### src/rtl/bin_to_bcd3_seq_pkg.sv
// Shared types and constants for the signed binary to BCD converter.
package bin_to_bcd3_seq_pkg;

  typedef enum logic [1:0] {
    StIdle,
    StAbs,
    StShift,
    StDone
  } state_e;

  localparam int unsigned BcdDigitW = 4;
  localparam logic [BcdDigitW-1:0] BcdNine   = 4'h9;
  localparam logic [BcdDigitW-1:0] AdjThresh = 4'd5;

  // Largest magnitude representable in `digits` decimal digits.
  function automatic int unsigned max_mag(int unsigned digits);
    int unsigned m;
    m = 1;
    for (int unsigned i = 0; i < digits; i++) begin
      m = m * 10;
    end
    return m - 1;
  endfunction

endpackage

### src/rtl/bin_to_bcd3_seq_if.sv
// Valid/ready bus between a producer of signed binary values and the BCD converter.
interface bin_to_bcd3_seq_if
  import bin_to_bcd3_seq_pkg::*;
#(
  parameter int unsigned BIN_W  = 10,
  parameter int unsigned DIGITS = 3
);

  logic                          in_valid;
  logic                          in_ready;
  logic [BIN_W:0]                bin_in;
  logic                          out_valid;
  logic                          out_ready;
  logic                          bcd_sign;
  logic [BcdDigitW*DIGITS-1:0]   bcd_out;
  logic                          ovf;

  modport master (
    output in_valid, bin_in, out_ready,
    input  in_ready, out_valid, bcd_sign, bcd_out, ovf
  );

  modport slave (
    input  in_valid, bin_in, out_ready,
    output in_ready, out_valid, bcd_sign, bcd_out, ovf
  );

endinterface

### src/rtl/bin_to_bcd3_seq_digit_adj.sv
// Double-dabble digit correction: a BCD digit of 5 or more gets +3 before the shift.
module bin_to_bcd3_seq_digit_adj
  import bin_to_bcd3_seq_pkg::*;
(
  input  logic [BcdDigitW-1:0] d_i,
  output logic [BcdDigitW-1:0] d_o
);

  assign d_o = (d_i >= AdjThresh) ? d_i + BcdDigitW'(3) : d_i;

endmodule

### src/rtl/bin_to_bcd3_seq.sv
// Sequential signed two's-complement to sign + BCD converter (shift-add-3).
// One conversion in flight; valid/ready on both sides.
module bin_to_bcd3_seq
  import bin_to_bcd3_seq_pkg::*;
#(
  parameter int unsigned BIN_W  = 10,
  parameter int unsigned DIGITS = 3
) (
  input  logic               clk,
  input  logic               rst_n,
  bin_to_bcd3_seq_if.slave   bus_io
);

  localparam int unsigned MagW = BIN_W + 1;
  localparam int unsigned BcdW = BcdDigitW * DIGITS;
  localparam int unsigned CntW = $clog2(BIN_W + 1);
  localparam logic [MagW-1:0] MaxMag = MagW'(max_mag(DIGITS));

  state_e            state_q, state_d;
  logic [MagW-1:0]   bin_q, bin_d;
  logic [BcdW-1:0]   scr_q, scr_d;
  logic [BIN_W-1:0]  shift_q, shift_d;
  logic [CntW-1:0]   cnt_q, cnt_d;
  logic              sign_q, sign_d;
  logic [BcdW-1:0]   bcd_q, bcd_d;
  logic              ovf_q, ovf_d;

  logic [MagW-1:0]   mag;
  logic [BcdW-1:0]   scr_adj;
  logic [BcdW-1:0]   scr_shl;
  logic [BIN_W-1:0]  shift_shl;

  for (genvar g = 0; g < DIGITS; g++) begin : g_adj
    bin_to_bcd3_seq_digit_adj u_adj (
      .d_i (scr_q[g*BcdDigitW +: BcdDigitW]),
      .d_o (scr_adj[g*BcdDigitW +: BcdDigitW])
    );
  end

  // Magnitude is one bit wider than the value so the most negative input stays exact.
  assign mag = bin_q[BIN_W] ? (~bin_q + MagW'(1)) : bin_q;
  assign {scr_shl, shift_shl} = {scr_adj, shift_q} << 1;

  // Next-state and datapath: capture, absolute value, shift-add-3 loop, hold result.
  always_comb begin
    state_d = state_q;
    bin_d   = bin_q;
    scr_d   = scr_q;
    shift_d = shift_q;
    cnt_d   = cnt_q;
    sign_d  = sign_q;
    bcd_d   = bcd_q;
    ovf_d   = ovf_q;
    unique case (state_q)
      StIdle: begin
        if (bus_io.in_valid) begin
          bin_d   = bus_io.bin_in;
          state_d = StAbs;
        end
      end
      StAbs: begin
        if (mag > MaxMag) begin
          sign_d  = bin_q[BIN_W];
          bcd_d   = {DIGITS{BcdNine}};
          ovf_d   = 1'b1;
          state_d = StDone;
        end else begin
          // mag fits in BIN_W bits here, so dropping the top bit is lossless.
          scr_d   = '0;
          shift_d = mag[BIN_W-1:0];
          cnt_d   = CntW'(BIN_W);
          state_d = StShift;
        end
      end
      StShift: begin
        scr_d   = scr_shl;
        shift_d = shift_shl;
        cnt_d   = cnt_q - CntW'(1);
        if (cnt_q == CntW'(1)) begin
          sign_d  = bin_q[BIN_W];
          bcd_d   = scr_shl;
          ovf_d   = 1'b0;
          state_d = StDone;
        end
      end
      StDone: begin
        if (bus_io.out_ready) begin
          state_d = StIdle;
        end
      end
      default: state_d = StIdle;
    endcase
  end

  // State and datapath registers with synchronous active-low reset.
  always_ff @(posedge clk) begin
    if (!rst_n) begin
      state_q <= StIdle;
      bin_q   <= '0;
      scr_q   <= '0;
      shift_q <= '0;
      cnt_q   <= '0;
      sign_q  <= 1'b0;
      bcd_q   <= '0;
      ovf_q   <= 1'b0;
    end else begin
      state_q <= state_d;
      bin_q   <= bin_d;
      scr_q   <= scr_d;
      shift_q <= shift_d;
      cnt_q   <= cnt_d;
      sign_q  <= sign_d;
      bcd_q   <= bcd_d;
      ovf_q   <= ovf_d;
    end
  end

  assign bus_io.in_ready  = (state_q == StIdle);
  assign bus_io.out_valid = (state_q == StDone);
  assign bus_io.bcd_sign  = sign_q;
  assign bus_io.bcd_out   = bcd_q;
  assign bus_io.ovf       = ovf_q;

endmodule
### src/flat_wrapper.sv
// flat-port wrapper written by rule: the top's interface ports become plain ports
module bin_to_bcd3_seq_flat import bin_to_bcd3_seq_pkg::*;
#(
  parameter int unsigned BIN_W  = 10,
  parameter int unsigned DIGITS = 3
)
  (clk, rst_n, bus_io_in_valid, bus_io_bin_in, bus_io_out_ready, bus_io_in_ready, bus_io_out_valid, bus_io_bcd_sign, bus_io_bcd_out, bus_io_ovf);
  bin_to_bcd3_seq_if #(.BIN_W(BIN_W), .DIGITS(DIGITS)) bus_io_i ();
  input  logic clk;
  input  logic rst_n;
  input wire logic [$bits(bus_io_i.in_valid)-1:0] bus_io_in_valid;
  input wire logic [$bits(bus_io_i.bin_in)-1:0] bus_io_bin_in;
  input wire logic [$bits(bus_io_i.out_ready)-1:0] bus_io_out_ready;
  output wire logic [$bits(bus_io_i.in_ready)-1:0] bus_io_in_ready;
  output wire logic [$bits(bus_io_i.out_valid)-1:0] bus_io_out_valid;
  output wire logic [$bits(bus_io_i.bcd_sign)-1:0] bus_io_bcd_sign;
  output wire logic [$bits(bus_io_i.bcd_out)-1:0] bus_io_bcd_out;
  output wire logic [$bits(bus_io_i.ovf)-1:0] bus_io_ovf;
  assign bus_io_i.in_valid = bus_io_in_valid;
  assign bus_io_i.bin_in = bus_io_bin_in;
  assign bus_io_i.out_ready = bus_io_out_ready;
  assign bus_io_in_ready = bus_io_i.in_ready;
  assign bus_io_out_valid = bus_io_i.out_valid;
  assign bus_io_bcd_sign = bus_io_i.bcd_sign;
  assign bus_io_bcd_out = bus_io_i.bcd_out;
  assign bus_io_ovf = bus_io_i.ovf;
  bin_to_bcd3_seq #(.BIN_W(BIN_W), .DIGITS(DIGITS)) u_core (.clk(clk), .rst_n(rst_n), .bus_io(bus_io_i));
endmodule
### config.mk
export PLATFORM = sky130hd
export DESIGN_NAME = bin_to_bcd3_seq_flat
export DESIGN_NICKNAME = d
export VERILOG_FILES = /design/src/rtl/bin_to_bcd3_seq_pkg.sv /design/src/rtl/bin_to_bcd3_seq_if.sv /design/src/rtl/bin_to_bcd3_seq_digit_adj.sv /design/src/rtl/bin_to_bcd3_seq.sv /design/src/flat_wrapper.sv
export SDC_FILE = /design/constraint.sdc
export NUM_CORES = 1
export LEC_CHECK = 0
export CAP_MARGIN = 20
export CORE_AREA = 2 2 72 81
export DETAILED_ROUTE_END_ITERATION = 10
export DIE_AREA = 0 0 74 83
export PLACE_DENSITY = 0.79
export SYNTH_ARGS = -nofsm -noshare
export SYNTH_HDL_FRONTEND = slang
export SYNTH_SLANG_ARGS = --single-unit
export TNS_END_PERCENT = 1
### constraint.sdc
create_clock -name clk -period 3.05 [get_ports clk]
set_input_delay 0.305 -clock clk [delete_from_list [all_inputs] [get_ports clk]]
set_output_delay 0.305 -clock clk [all_outputs]
set_load 0.05 [all_outputs]
# Yosys cells after proc, flatten, opt, wreduce, memory -nomap -nowiden
# Index checks and enable logic that the tools add are counted.
# W data, S select, Z words.
# word_totals
inputBits,15
regBits,53
wordCells,57
output_inout_bits,16
# classes
n_mux,24
magnitude_cmp,4
reduce_logical,6
bitwise,1
addsub,5
n_eq_ne,9
# ops
operator,n
$pmux W12 S2,2
$mux W12,3
$pmux W10 S2,1
$ge A4 B3 Y1 const B,3
$mux W4,3
$add A11 B1 Y11 const B,1
$gt A11 B10 Y1 const B,1
$mux W11,1
$not A11 Y11,1
$mux W10,1
$add A4 B2 Y4 const B,2
$pmux W2 S4,1
$pmux W4 S2,1
$mux W2,3
$ne A2 B2 Y1 const B,3
$reduce_and A3 Y1,2
$mux W1,5
$eq A2 B2 Y1 const B,2
$eq A4 B1 Y1 const B,1
$ne A2 B1 Y1 const B,2
$pmux W1 S2,2
$reduce_and A2 Y1,2
$sub A4 B1 Y4 const B,1
$add A3 B2 Y3 const B,1
4 further kinds,4

# Longest topological paths before layout
# Gate-level depths: netlist of run 1.
# logic_depth
depth_word,6
ltp_mapped,10
ltp_nobuf,9

# Hierarchy
# A second synthesis of run 1 with hierarchy kept.
# unflattened
cells_unflattened,378
hier_area_um2,2977.9
# modules_own_cells
mod,seq_area_each_um2,cells_each,area_each_um2,n_inst
bin_to_bcd3_seq,1061.0,330,2673.8,1
bin_to_bcd3_seq_digit_adj,0.0,16,101.3,3

# Worst setup path before layout of run 1
# OpenSTA, ideal clock, no wires.
# synth_timing
path_type,flip-flop to flip-flop
start,reg u_core.bin_q[2]
end,reg u_core.shift_q[6]
path_slack_ns,0.621
t_arrival_ns,2.314
setup_ns,0.115
path_stages_with_launch,10
synth_period_minus_slack_ns,2.429
cell_sequence,dfxtp_1 > buf_2 > nor4_4 > nand3_2 > a221o_1 > a2111oi_4 > o22ai_4 > buf_6 > mux2i_1 > and2_1
# synth_between
elab_chain_len,6
word_cells_on_any_way,8
classes_between,1 x add/sub; 1 x order compare; 1 x eq/ne; 3 x mux; 1 x bitwise; 1 x reduce/logical
# synth_rtl
element,line_no,rtl
start: declaration,bin_to_bcd3_seq.sv:20,"logic [MagW-1:0] bin_q, bin_d;"
start signal: assignment,bin_to_bcd3_seq.sv:108,bin_q <= bin_d;
$not A11 Y11,bin_to_bcd3_seq.sv:41,assign mag = bin_q[BIN_W] ? (~bin_q + MagW'(1)) : bin_q;
$add A11 B1 Y11,bin_to_bcd3_seq.sv:41,
$mux W11 (*),bin_to_bcd3_seq.sv:41,
$gt A11 B10 Y1,bin_to_bcd3_seq.sv:62,if (mag > MaxMag) begin
$ne A2 B2 Y1 (no line),-,
$reduce_and A2 Y1 (no line),-,
end signal: assignment,bin_to_bcd3_seq.sv:110,shift_q <= shift_d;
end: declaration,bin_to_bcd3_seq.sv:22,"logic [BIN_W-1:0] shift_q, shift_d;"
# Every way passes the cells marked *; elsewhere a longest branch is shown, timed or not. The select of a mux whose other input is x is not followed.
# A chain may end at the register's enable or synchronous reset.

# Final worst setup path of run 1
# layout_timing
start,reg u_core.bin_q[0]
end,"reg u_core.bcd_q[3], in the netlist u_core.bus_io.bcd_out[3]"
# layout_between
elab_chain_len,6
# layout_rtl
element,line_no,rtl
$not A11 Y11,bin_to_bcd3_seq.sv:41,
$add A11 B1 Y11,bin_to_bcd3_seq.sv:41,
$mux W11 (*),bin_to_bcd3_seq.sv:41,
$gt A11 B10 Y1 (*),bin_to_bcd3_seq.sv:62,
$ne A2 B1 Y1 (no line) (*),-,
$reduce_and A3 Y1 (no line) (*),-,
end signal: assignment,bin_to_bcd3_seq.sv:104,bcd_q <= '0;
end signal: assignment,bin_to_bcd3_seq.sv:113,bcd_q <= bcd_d;
end: declaration,bin_to_bcd3_seq.sv:25,"logic [BcdW-1:0] bcd_q, bcd_d;"
# Every way passes the cells marked *; elsewhere a longest branch is shown, timed or not.

==> key figures, run 1 <==
Placed design
  – PortBufs: 30
  – Dpl ws: 0.337 ns
  – Placer Congestion: 0.789
  – DP Wirelength: about 4400 um

Timing
  – Final Hold Viols: 0
  – Worst slew margin: 48.8%
  – Worst setup margin: around 0.30 ns
  – Final Max Tran Viols: 0
  – Clock Skew: 0.00864 ns
  – Final Critical Period: 2.75 ns
  – Final hold slack: between 0.4 and 0.5 ns
  – RSZ-0062 raised after global routing: false
  – Setup_tns: 0 ns
  – Final setup violating endpoints: 0
  – Tightest Pin Transition: 0.768 ns
  – Final Cycle Share: 90.1%
  – Max Fclk: between 300 and 400 MHz

Floorplan
  – Die area: 6140 sq um
  – Initial Utilization: between 50% and 60%
  – Row cnt: 28
  – Core box area: 5290 sq um
  – # IOs: 31
  – Die X: 74 um
  – Die Height: 83 um

Critical path
  – Critical Path Fanout Max: 27
  – Startpoint Class: flip-flop
  – Reg2reg setup slack: 0.30 ns
  – CP Class: reg2reg
  – Reg2reg path depth: 10
  – Critical Path Sink Type: flip-flop
  – Worst Path Required: 3.28 ns
  – Critical path arrival: ~3.0 ns

Global route
  – Global Route Usage Sum: 22.5%
  – First-pass GRT wire length: 11200 um
  – Initial antenna violation count: 0
  – Global route overflow: 0
  – Largest net degree at the start of global routing: 42
  – Vias in the first global route: 2521

Yosys
  – Register area share after synthesis: 35.8%
  – Synthesized area per cell: 8.11 sq um
  – Most numerous cell in the Yosys netlist: nand2_1
  – Area contributors post-synth: dfxtp_1 (36%), nand2_1 (9.3%), a21boi_0 (5.6%)
  – Yosys top cell by area: dfxtp_1
  – Most common library cells after synthesis: nand2_1 (73), dfxtp_1 (53), a21boi_0 (22), o21ai_0 (22)
  – Ys async rst share: 0%
  – Synthesized net count: around 390
  – Top-area cell type share of the netlist area: 35.8%
  – Number of synthesized flops with an enable pin: 0
  – Synthesis-stage register bit count: 53
  – Synth Flop Type: dfxtp_1
  – Post-Syn Area: 2960 sq um
  – YS warnings: 0
  – Distinct cells, synth: 47
  – Post-Synthesis Cells: 365

Cells and area
  – Share of cells above drive strength 1: 4.92%
  – Fillcell total: 449
  – Register area: between 1000 and 1500 sq um
  – Ant. Diodes: 0
  – Multi-input logic area: around 1700 sq um
  – Area overhead of the layout relative to synthesis: 13.3%
  – Core Util, Final: a little under two thirds
  – Total Nets Final: 413

Worst hold path
  – Hold depth: 2
  – Hold WC Path Type: reg2reg

Detailed routing
  – Initial drt markers: ~110
  – Remaining DRCs: 0
  – Initial DRT Pass Iterations: 4
  – ANT nets after route: 0
  – DR vias/cell: ~5.6
  – Final wirelength: ~6200 um
  – Drt wl/cell: between 10 and 15 um
  – Vias: 2559

Power and ir drop
  – Pleak: 1.19 nW
  – Max VDD drop: 566 uV
  – Power Dens Cells: 708 nW/um^2

CTS
  – Setup bufs post-CTS: 0
  – Root buf cell: clkbuf_8
  – Clock Sinks: 53
  – Hold Buf Count CTS: 0
  – TritonCTS buffer count: 5
  – Post-CTS Resized: 0
  – Clk slew on worst S/H paths: 0.10 ns
  – CTS tree: built
  – Clock Path Buffers: 2
  – Worst-Skew Late Latency: around 0.30 ns
  – H-tree Lvls: 2

Run
  – Max-cap violation count: 0

Run status
  – Outcome: finished clean
state kept, by name (all words and copies together) (netlist names):
| signal | flops |
|---|---|
| u_core.cnt_q | 4 |
| u_core.shift_q | 10 |
| u_core.bin_q | 11 |
| u_core.bus_io.bcd_sign | 1 |
| u_core.scr_q | 12 |
| u_core.state_q | 2 |
| u_core.bus_io.ovf | 1 |
| u_core.bus_io.bcd_out | 12 |
worst paths after layout:
check / from / end
max reg2reg: u_core.bin_q[0]$_SDFFE_PN0P_ / u_core.bus_io.bcd_out[3]$_SDFFE_PN0P_
min reg2reg: u_core.shift_q[5]$_SDFFE_PN0P_ / u_core.shift_q[5]$_SDFFE_PN0P_
min: u_core.shift_q[5]$_SDFFE_PN0P_ / u_core.shift_q[5]$_SDFFE_PN0P_
max: u_core.bin_q[0]$_SDFFE_PN0P_ / u_core.bus_io.bcd_out[3]$_SDFFE_PN0P_
cell usage in the layout, fill, tap and decap left out, drive strengths merged, types with 3 or more instances in the layout:
master         Yosys  routed
o211a              3       3
inv               17      17
o21ai             25      25
mux2i              9       9
nor2b              9       9
a21boi            30      30
nand2b             9       9
xnor2              7       7
clkbuf            12       6
nor3               7       7
clkdlybuf4s50      0      29
nor3b              4       4
o22ai              7       7
nand2             73      73
nand3             14      14
clkinv             1       3
a21o               3       3
nor2              17      17
buf                9       5
dfxtp             53      53
ha                13      13
and2               4       4
a211oi             4       4
a31oi              7       7
a21oi             10      10
logic make-up after synthesis:
group | count (synthesis) | synth area share, %
simple gates | 142 | 22.7
compound gates | 100 | 24.4
flops | 53 | 35.8
buf+inv | 39 | 5.91
fa+ha+maj | 13 | 5.49
xor+xnor | 9 | 2.66
mux | 9 | 3.04
per-stage QoR:
step	instances	total power, mW	area (sq um)
6_report	461	2.37	3360
5_1_grt	461	2.54	3360
4_1_cts	461	2.38	3360
3_5_place_dp	453	2.00	3270
3_3_place_gp	453	1.97	3270
2_1_floorplan	365	1.77	2960
where the power goes:
group	internal [mW]	leakage [nW]	switching, mW
Sequential	0.805	0.431	0.113
Combinational	0.383	0.713	0.686
Clock	0.160	0.0450	0.229
Total	1.35	1.19	1.03
cell type report:
cell class | count | share of cell area, %
Multi-Input combinational cell | 273 | 51.4
Timing Repair Buffer | 34 | 9.69
Clock buffer | 6 | 2.16
Tap cell | 75 | 2.80
Inverter | 18 | 2.01
Sequential cell | 53 | 31.6
Clock inverter | 2 | 0.298
critical path, stage by stage (launching register included):
cell and delay (ns):
dfxtp_1 0.37, inv_1 0.08, ha_1 0.28, or4bb_1 0.50, o211ai_1 0.13, o22ai_1 0.19
a2111o_1 0.42, a21oi_4 0.15, buf_4 0.28, o21ai_0 0.12, a31oi_1 0.17
metal layers:
layer | vias to the layer above | wire length, um | track usage (%) | share of wire [%]
met3 | 6 | 166 | 4.13 | 2.7
met1 | 1229 | 2930 | 30.0 | 47
met2 | 30 | 3070 | 37.1 | 49
li1 | 1294 | - | - | -
met5 | - | 0 | 0 | 0
met4 | 0 | 77 | 5.45 | 1.2
No activity file was read; power rests on OpenSTA's default activity.
==> run 2, diff against run 1 <==
CORE_AREA = 2 2 70 79   (was 2 2 72 81)
DIE_AREA = 0 0 72 81   (was 0 0 74 83)
DONT_BUFFER_PORTS = 1   (was unset)
PLACE_DENSITY = 0.74   (was 0.79)
==> run 2 against run 1 <==
Wire length down 5.7%. Non-clock buffer count down 31. Hold slack worse by 0.34 ns. Critical endpoint is now u_core.bus_io.bcd_out[11]$_SDFFE_PN0P_.
==> key figures, run 2 (same netlist as run 1, synthesis figures left out) <==
CTS
  – Worst-Skew Late Latency: 0.31 ns (about the same)
  – CTS tree: built
  – Hold Buf Count CTS: 0 (unchanged)
  – Post-CTS Resized: 0 (unchanged)
  – Clk slew on worst S/H paths: 0.10 ns (about the same)
  – TritonCTS buffer count: 5 (unchanged)
  – Clock Sinks: 53 (unchanged)
  – H-tree Lvls: 2 (unchanged)
  – Root buf cell: clkbuf_8
  – Clock Path Buffers: 2 (unchanged)
  – Setup bufs post-CTS: 0 (unchanged)

Global route
  – Vias in the first global route: 2276 (-9.7%)
  – Global Route Usage Sum: 22.3% (-0.22 points)
  – Initial antenna violation count: 0 (unchanged)
  – First-pass GRT wire length: 10300 um (-7.7%)
  – Largest net degree at the start of global routing: 63 (+50%)
  – Global route overflow: 0 (unchanged)

Critical path
  – Startpoint Class: flip-flop
  – Critical Path Fanout Max: 27 (unchanged)
  – Worst Path Required: 3.29 ns (about the same)
  – CP Class: reg2reg
  – Reg2reg path depth: 10 (unchanged)
  – Critical Path Sink Type: flip-flop
  – Critical path arrival: 2.93 ns (-0.05 ns)
  – Reg2reg setup slack: 0.37 ns (+0.06 ns)

Cells and area
  – Ant. Diodes: 0 (unchanged)
  – Fillcell total: 459 (+2.2%)
  – Share of cells above drive strength 1: 4.79% (-0.13 points)
  – Area overhead of the layout relative to synthesis: 2.58%
  – Most frequent cells in the layout: nand2_1 (73), dfxtp_1 (53), a21boi_0 (22), o21ai_0 (22)
  – Commonest non-fill, non-tap cell in the layout: nand2_1
  – Total Nets Final: 382 (-7.5%)
  – Core Util, Final: 59.0% (-4.4 points)
  – Register area: 1060 sq um (unchanged)
  – Multi-input logic area: 1730 sq um (unchanged)

Detailed routing
  – DR vias/cell: 5.76 (+3.7%)
  – Remaining DRCs: 0 (unchanged)
  – ANT nets after route: 0 (unchanged)
  – Final wirelength: 5890 um (-5.7%)
  – Initial drt markers: 85 (-21%)
  – Initial DRT Pass Iterations: 4 (unchanged)
  – Drt wl/cell: 14.2 um (+4.7%)
  – Vias: 2390 (-6.6%)

Worst hold path
  – Hold WC Path Type: in2reg
  – Hold depth: 1 (-1)

Timing
  – Tightest Pin Transition: 0.746 ns (-0.0226 ns)
  – Final Cycle Share: 88.0% (-2.1 points)
  – Final setup violating endpoints: 0 (unchanged)
  – Final Hold Viols: 0 (unchanged)
  – Final Critical Period: 2.68 ns (-0.0641 ns)
  – RSZ-0062 raised after global routing: false
  – Final Max Tran Viols: 0 (unchanged)
  – Setup_tns: 0 ns (unchanged)
  – Clock Skew: 0.00804 ns (-0.000600 ns)
  – Max Fclk: 373 MHz (+2.4%)
  – Worst slew margin: 50.3% (+1.5 points)

Floorplan
  – Die X: 72 um (-2.7%)
  – Initial Utilization: 57.5% (+1.5 points)
  – Die area: 5830 sq um (-5.0%)
  – Die Height: 81 um (-2.4%)
  – Core box area: 5150 sq um (-2.6%)
  – # IOs: 31 (unchanged)
  – Row cnt: 28 (unchanged)

Power and ir drop
  – Max VDD drop: 382 uV (-33%)
  – Pleak: 1.07 nW (-9.7%)
  – Power Dens Cells: 748 nW/um^2 (+5.8%)

Run
  – Max-cap violation count: 0 (unchanged)

Placed design
  – Placer Congestion: 0.780 (-1.1%)
  – DP Wirelength: 4040 um (-7.7%)
  – PortBufs: 0 (-100%)

Run status
  – Outcome: finished clean
## run 2: cell types whose count changed in the layout (fill, tap and decap cells not counted), sizes merged
cell           before  now
clkinv              3    2
clkdlybuf4s50      29    0
inv                17   18
buf                 5    3
## run 2: cell type report
type | count | share of cell area [%]
Inverter | 18 | 2.22
Tap cell | 60 | 2.47
Multi-Input combinational cell | 273 | 56.8
Timing Repair Buffer | 3 | 0.741
Clock buffer | 6 | 2.39
Clock inverter | 2 | 0.453
Sequential cell | 53 | 34.9
## run 2: through the flow
stage	hold slack, ns	cells	worst slack [ns]	instance area (sq um)	power, mW
detailed placement	0.435	407	0.387	2950	1.89
floorplan	0.428	365	0.621	2960	1.77
global placement	0.431	407	0.455	2950	1.87
CTS	0.101	415	0.351	3040	2.29
global route	0.0983	415	0.0898	3040	2.43
finish	0.113	415	0.366	3040	2.27
## run 2: where the power goes
group	switching (mW)	total (mW)	internal (mW)
sequential	0.223	1.03	0.805
clock	0.237	0.401	0.164
combinational	0.538	0.844	0.306
total	0.998	2.27	1.28
## run 2: critical path, cell delays in order, from the launching register on
cell	delay [ns]
dfxtp_1	0.37
inv_1	0.07
ha_1	0.27
or4bb_1	0.50
o211ai_1	0.13
o22ai_1	0.18
a2111o_1	0.41
a21oi_4	0.14
buf_4	0.28
o21ai_0	0.12
a31oi_1	0.15
## run 2: worst paths after layout
check,end,start
max,u_core.bus_io.bcd_out[11]$_SDFFE_PN0P_,u_core.bin_q[0]$_SDFFE_PN0P_
min,u_core.cnt_q[0]$_SDFFE_PN0P_,rst_n
max reg2reg,u_core.bus_io.bcd_out[11]$_SDFFE_PN0P_,u_core.bin_q[0]$_SDFFE_PN0P_
min reg2reg,u_core.shift_q[8]$_SDFFE_PN0P_,u_core.shift_q[8]$_SDFFE_PN0P_
## run 2: routing by layer
layer / wire length (um) / GRT usage (%)
met5: 0 / 0
met2: 2870 / 40.0
met1: 2720 / 26.9
met4: 103 / 7.74
met3: 192 / 3.60
==> run 3, diff against run 2 <==
CTS_CLUSTER_DIAMETER = 80   (was unset)
==> results of run 3 <==
The final DEF is identical to that of run 2; final timing and power are the same.
